$ cat src/rtl/mem_port_arbiter.sv
`default_nettype none
// ============================================================================
// Module   : mem_port_arbiter
// Purpose  : Shares a single-port synchronous RAM between the instruction-fetch
//            and load/store ports, with starvation guard and byte-lane steering.
// Revision : 1.0 - initial release
// ============================================================================
module mem_port_arbiter #(
    parameter int MEM_AW       = 12,
    parameter int STARVE_LIMIT = 4
) (
    input  logic              clock,
    input  logic              reset,
    input  logic              i_req_valid,
    input  logic [31:0]       i_req_addr,
    output logic              i_req_ready,
    output logic              i_resp_valid,
    output logic [31:0]       i_resp_data,
    input  logic              d_req_valid,
    input  logic              d_req_write,
    input  logic [1:0]        d_req_width,
    input  logic [31:0]       d_req_addr,
    input  logic [31:0]       d_req_wdata,
    output logic              d_req_ready,
    output logic              d_resp_valid,
    output logic [31:0]       d_resp_data,
    output logic              d_resp_err,
    output logic              mem_en,
    output logic              mem_we,
    output logic [3:0]        mem_be,
    output logic [MEM_AW-1:0] mem_addr,
    output logic [31:0]       mem_wdata,
    input  logic [31:0]       mem_rdata
);

    localparam int c_CNT_W = $clog2(STARVE_LIMIT + 1);

    logic [c_CNT_W-1:0] r_starve_cnt;
    logic               r_i_pend;
    logic               r_d_pend;
    logic               r_d_write;
    logic               r_d_fault;
    logic [1:0]         r_d_off;
    logic [1:0]         r_d_width;

    logic               w_grant_i;
    logic               w_grant_d;
    logic               w_fault;
    logic [1:0]         w_off;
    logic [31:0]        w_shift;
    logic [31:0]        w_load;
    logic               w_unused;

    // Address bits outside the RAM window alias and are intentionally dropped.
    assign w_unused = ^{i_req_addr[31:MEM_AW+2], i_req_addr[1:0], d_req_addr[31:MEM_AW+2]};

    assign w_off   = d_req_addr[1:0];
    assign w_fault = (d_req_width == 2'd3)
                   || ((d_req_width == 2'd1) && w_off[0])
                   || ((d_req_width == 2'd2) && (w_off != 2'd0));

    assign w_grant_d = !reset && d_req_valid
                     && !(i_req_valid && (r_starve_cnt == c_CNT_W'(STARVE_LIMIT)));
    assign w_grant_i = !reset && i_req_valid && !w_grant_d;

    assign i_req_ready = w_grant_i;
    assign d_req_ready = w_grant_d;

    always_comb begin
        mem_en    = 1'b0;
        mem_we    = 1'b0;
        mem_be    = 4'b0000;
        mem_addr  = '0;
        mem_wdata = 32'h0;
        if (w_grant_i) begin
            mem_en   = 1'b1;
            mem_be   = 4'b1111;
            mem_addr = i_req_addr[MEM_AW+1:2];
        end else if (w_grant_d && !w_fault) begin
            mem_en   = 1'b1;
            mem_we   = d_req_write;
            mem_addr = d_req_addr[MEM_AW+1:2];
            case (d_req_width)
                2'd0: begin
                    mem_be    = 4'b0001 << w_off;
                    mem_wdata = {4{d_req_wdata[7:0]}};
                end
                2'd1: begin
                    mem_be    = 4'b0011 << w_off;
                    mem_wdata = {2{d_req_wdata[15:0]}};
                end
                default: begin
                    mem_be    = 4'b1111;
                    mem_wdata = d_req_wdata;
                end
            endcase
        end
    end

    // Starvation counter saturates at the limit; any idle I cycle clears it.
    always_ff @(posedge clock) begin
        if (reset || !i_req_valid || w_grant_i) begin
            r_starve_cnt <= '0;
        end else if (w_grant_d && (r_starve_cnt != c_CNT_W'(STARVE_LIMIT))) begin
            r_starve_cnt <= r_starve_cnt + 1'b1;
        end
    end

    always_ff @(posedge clock) begin
        if (reset) begin
            r_i_pend  <= 1'b0;
            r_d_pend  <= 1'b0;
            r_d_write <= 1'b0;
            r_d_fault <= 1'b0;
            r_d_off   <= 2'd0;
            r_d_width <= 2'd0;
        end else begin
            r_i_pend <= w_grant_i;
            r_d_pend <= w_grant_d;
            if (w_grant_d) begin
                r_d_write <= d_req_write;
                r_d_fault <= w_fault;
                r_d_off   <= w_off;
                r_d_width <= d_req_width;
            end
        end
    end

    assign w_shift = mem_rdata >> {r_d_off, 3'b000};

    always_comb begin
        w_load = w_shift;
        case (r_d_width)
            2'd0:    w_load = {24'h0, w_shift[7:0]};
            2'd1:    w_load = {16'h0, w_shift[15:0]};
            default: w_load = w_shift;
        endcase
    end

    // Responses are gated by reset so a response due during reset is dropped.
    assign i_resp_valid = r_i_pend && !reset;
    assign i_resp_data  = i_resp_valid ? mem_rdata : 32'h0;
    assign d_resp_valid = r_d_pend && !reset;
    assign d_resp_err   = d_resp_valid && r_d_fault;
    assign d_resp_data  = (d_resp_valid && !r_d_write && !r_d_fault) ? w_load : 32'h0;

endmodule
`default_nettype wire

$ cat config.mk
export PLATFORM = sky130hd
export DESIGN_NAME = mem_port_arbiter
export DESIGN_NICKNAME = d
export VERILOG_FILES = /design/src/rtl/mem_port_arbiter.sv
export SDC_FILE = /design/constraint.sdc
export NUM_CORES = 1
export LEC_CHECK = 0
export CAP_MARGIN = 30
export CORE_AREA = 2 2 97 99
export CTS_CLUSTER_SIZE = 16
export DETAILED_ROUTE_END_ITERATION = 10
export DIE_AREA = 0 0 99 101
export PLACE_DENSITY = 0.73
export REMOVE_ABC_BUFFERS = 1
export SYNTH_ARGS = -nofsm -noshare
export SYNTH_HDL_FRONTEND = slang
export SYNTH_SLANG_ARGS = --single-unit
$ cat constraint.sdc
create_clock -name clock -period 3.2 [get_ports clock]
set_clock_uncertainty 0.1 [all_clocks]
set_input_delay 0.64 -clock clock [delete_from_list [all_inputs] [get_ports clock]]
set_output_delay 0.64 -clock clock [all_outputs]
set_load 0.01 [all_outputs]
==> flow_summary.json <==
{
  "status": "completed",
  "grt_overflow_total": 0,
  "routabilityCongestion": 0.860,
  "cts-root-buf": "clkbuf_8",
  "maxCapViolCount": 0,
  "wl_per_cell_um": 15.6,
  "synth-compound-area-share": 0.270,
  "ys_warn_count": 0,
  "n_fill_cell": 884,
  "synth_top_area_frac": 0.145,
  "grt_first_pass_wirelength_um": 16500,
  "drtPass1Iterations": 4,
  "clkLatencyLatePin_ps": 240,
  "synth_largest_area_cell": "and2_1",
  "critPathArrivalTime_ps": 2410,
  "post-route-period-util": 0.985,
  "crit_family": "simple AND/OR/NAND/NOR gates",
  "relSlewSlack": 0.747,
  "synthXorXnorAreaFrac": 0.00413,
  "htreeDepth": 1,
  "synth_mux_area_frac": 0.165,
  "die-area_um2": 10000,
  "die_w_um": 99,
  "hold_violations": 0,
  "die-height_um": 101,
  "regArea_um2": 220,
  "fmax_mhz": 317,
  "critPathKind": "input pin to output port",
  "grt_max_degree": 34,
  "vdd_drop_max_uv": 105,
  "p_leak_nw": 2.23,
  "cts_tree": "yes",
  "fin_cells": 676,
  "worstPathBufferInverterCount": 3,
  "synthCells": 306,
  "critPathLaunchType": "input pin",
  "num_io_pins": 254,
  "tightest_slew_ps": 379,
  "placed_cells_incl_taps": 642,
  "vias": 3294,
  "synth_fa_ha_area_frac": 0.0118,
  "area_growth_pct": 124,
  "multiInputGateArea_um2": 1800,
  "syn_area_per_cell_um2": 6.93,
  "cp-end-kind": "output port",
  "clkSlewWorstSetupHoldPaths_ps": 50,
  "cts_hold_buf": 0,
  "yosys-top-cells-area": "and2_1 14%, mux2i_1 12%, dfxtp_1 10%",
  "diodes": 0,
  "drive_gt1_frac": 0.227,
  "cts_sinks": 11,
  "hpwl_um": 8140,
  "cpPeakStageDelay_ps": 500,
  "ys_ff_latch": 11,
  "drtIter0Drc": 82,
  "gr-usage-all-layers": 0.202,
  "finalCriticalPeriod_ps": 3150,
  "drv_slew": 0,
  "antenna_left": 0,
  "first_global_vias": 3315,
  "synth_area_um2": 2120,
  "cp_slowest_cell": "or4b_4",
  "worstHoldPathType": "register to register",
  "coreArea_um2": 8980,
  "routed_wl_um": 10500,
  "synth.distinct_cells": 38,
  "setup_violations": 0,
  "synthSimpleGateAreaFrac": 0.366,
  "required_ps": 2460,
  "initial_utilization": 0.236,
  "crit_path_cell_trace": "dlygate4sd2_1, or4b_4, or3b_4, buf_4, nor2_1, dlygate4sd2_1",
  "setup_tns_ps": 0,
  "ys_seq_area_frac": 0.104,
  "post_drt_via_cell_ratio": 4.87,
  "clk_path_buf_depth": 2,
  "antenna_found_initial": 0,
  "drc_errors": 0,
  "finalPower_mw": 0.725,
  "synth_top_family_by_area": "simple AND/OR/NAND/NOR gates",
  "final_nets": 703,
  "cp_common_cell": "dlygate4sd2_1",
  "io_buffer_count": 215,
  "cp_max_fo": 6,
  "power.density_nw_per_um2": 153,
  "cts_made_buffers": 3,
  "row_count": 35
}
[cell families (layout without fill, tap and decap cells)]
group | count (synthesis) | count (layout)
muxes | 34 | 34
and+or+nand+nor | 143 | 146
DFF | 11 | 11
AOI/OAI and AO/OA | 79 | 79
buffers and inverters | 36 | 292
adders and majority gates | 2 | 2
xor gates and xnor gates | 1 | 1
[metrics by stage]
stage	hold WS [ps]	cell area, µm²	worst slack (ps)	util
2_1_floorplan	317	1980	-64.5	-
3_3_place_gp	330	4590	-474	0.511
3_5_place_dp	345	4590	-464	0.511
4_1_cts	357	4830	0.802	0.538
5_1_grt	388	4740	-4.69	0.528
6_report	353	4740	49.1	0.528
[cell type report]
cell class | instances | share of cell area
Clock buffer | 4 | 0.00950
Tap cell | 111 | 0.0293
Sequential cell | 11 | 0.0464
Multi-Input combinational cell | 262 | 0.380
Timing Repair Buffer | 280 | 0.528
Inverter | 8 | 0.00633
[what timing repair did]
| action | in CTS | in global routing |
|---|---|---|
| resized for setup | 145 | 32 |
| cloned | 4 | 0 |
| pin swaps | 6 | 3 |
| buffers inserted | 23 | 3 |
| setup endpoints to repair | 82 | 35 |
[cells in the mapped netlist, drive strengths merged]
| cell | count |
|---|---|
| and3 | 1 |
| mux2 | 8 |
| ha | 2 |
| buf | 16 |
| nor4b | 2 |
| a21oi | 22 |
| o31ai | 1 |
| o21bai | 1 |
| a2bb2oi | 8 |
| and2 | 49 |
| or3b | 1 |
| nor4 | 1 |
| nor4bb | 2 |
| o21a | 2 |
| nand3 | 7 |
| nor3 | 2 |
| inv | 7 |
| or4 | 1 |
| mux2i | 26 |
| o41ai | 2 |
| nand2b | 3 |
| nand2 | 28 |
| xor2 | 1 |
| or4b | 1 |
| clkinv | 1 |
| clkbuf | 12 |
| nor2b | 13 |
| a21o | 1 |
| dfxtp | 11 |
| nor3b | 1 |
| nor2 | 31 |
| a22o | 12 |
| o21ai | 14 |
| a211oi | 16 |
[power breakdown]
group | total (mW) | switching [mW] | internal, mW
Sequential | 0.149 | 0.00592 | 0.143
Clock | 0.141 | 0.0536 | 0.0876
Combinational | 0.435 | 0.180 | 0.255
[flip-flops by register name, indices dropped and copies added, names as in the netlist]
signal	cells
r_starve_cnt	3
r_d_off	2
r_d_width	2
r_d_fault	1
r_d_pend	1
r_d_write	1
r_i_pend	1
[final timing paths]
kind	start	endpoint	slack (ps)	cells after the start
worst max register to register	r_starve_cnt[0]	r_d_write	1690	8
worst min-delay path	r_starve_cnt[0]	r_starve_cnt[0]	350	1
worst min register to register	r_starve_cnt[0]	r_starve_cnt[0]	350	1
worst max-delay path	reset	d_resp_data[21]	50	6
[layer usage]
| metal | up-vias | routed length (µm) | global-route usage |
|---|---|---|---|
| met5 | - | 0 | 0 |
| met4 | 0 | 240 | 0.0717 |
| met3 | 19 | 1080 | 0.0499 |
| met2 | 180 | 5420 | 0.394 |
| met1 | 1492 | 3780 | 0.208 |
| li1 | 1603 | - | - |
[placed cells by master (no fill, tap or decap), drive strengths merged, types with 4 or more instances in the layout]
cell type      synthesis  routed
clkdlybuf4s50          0     131
buf                   16      83
dlygate4sd2            0      51
and2                  49      49
nor2                  31      31
nand2                 28      28
mux2i                 26      26
a21oi                 22      22
a211oi                16      16
o21ai                 14      14
clkbuf                12      14
nor2b                 13      13
a22o                  12      12
dfxtp                 11      11
mux2                   8       8
a2bb2oi                8       8
nand3                  7       7
inv                    7       7
or4                    1       4
(Power assumes the default switching activity.)
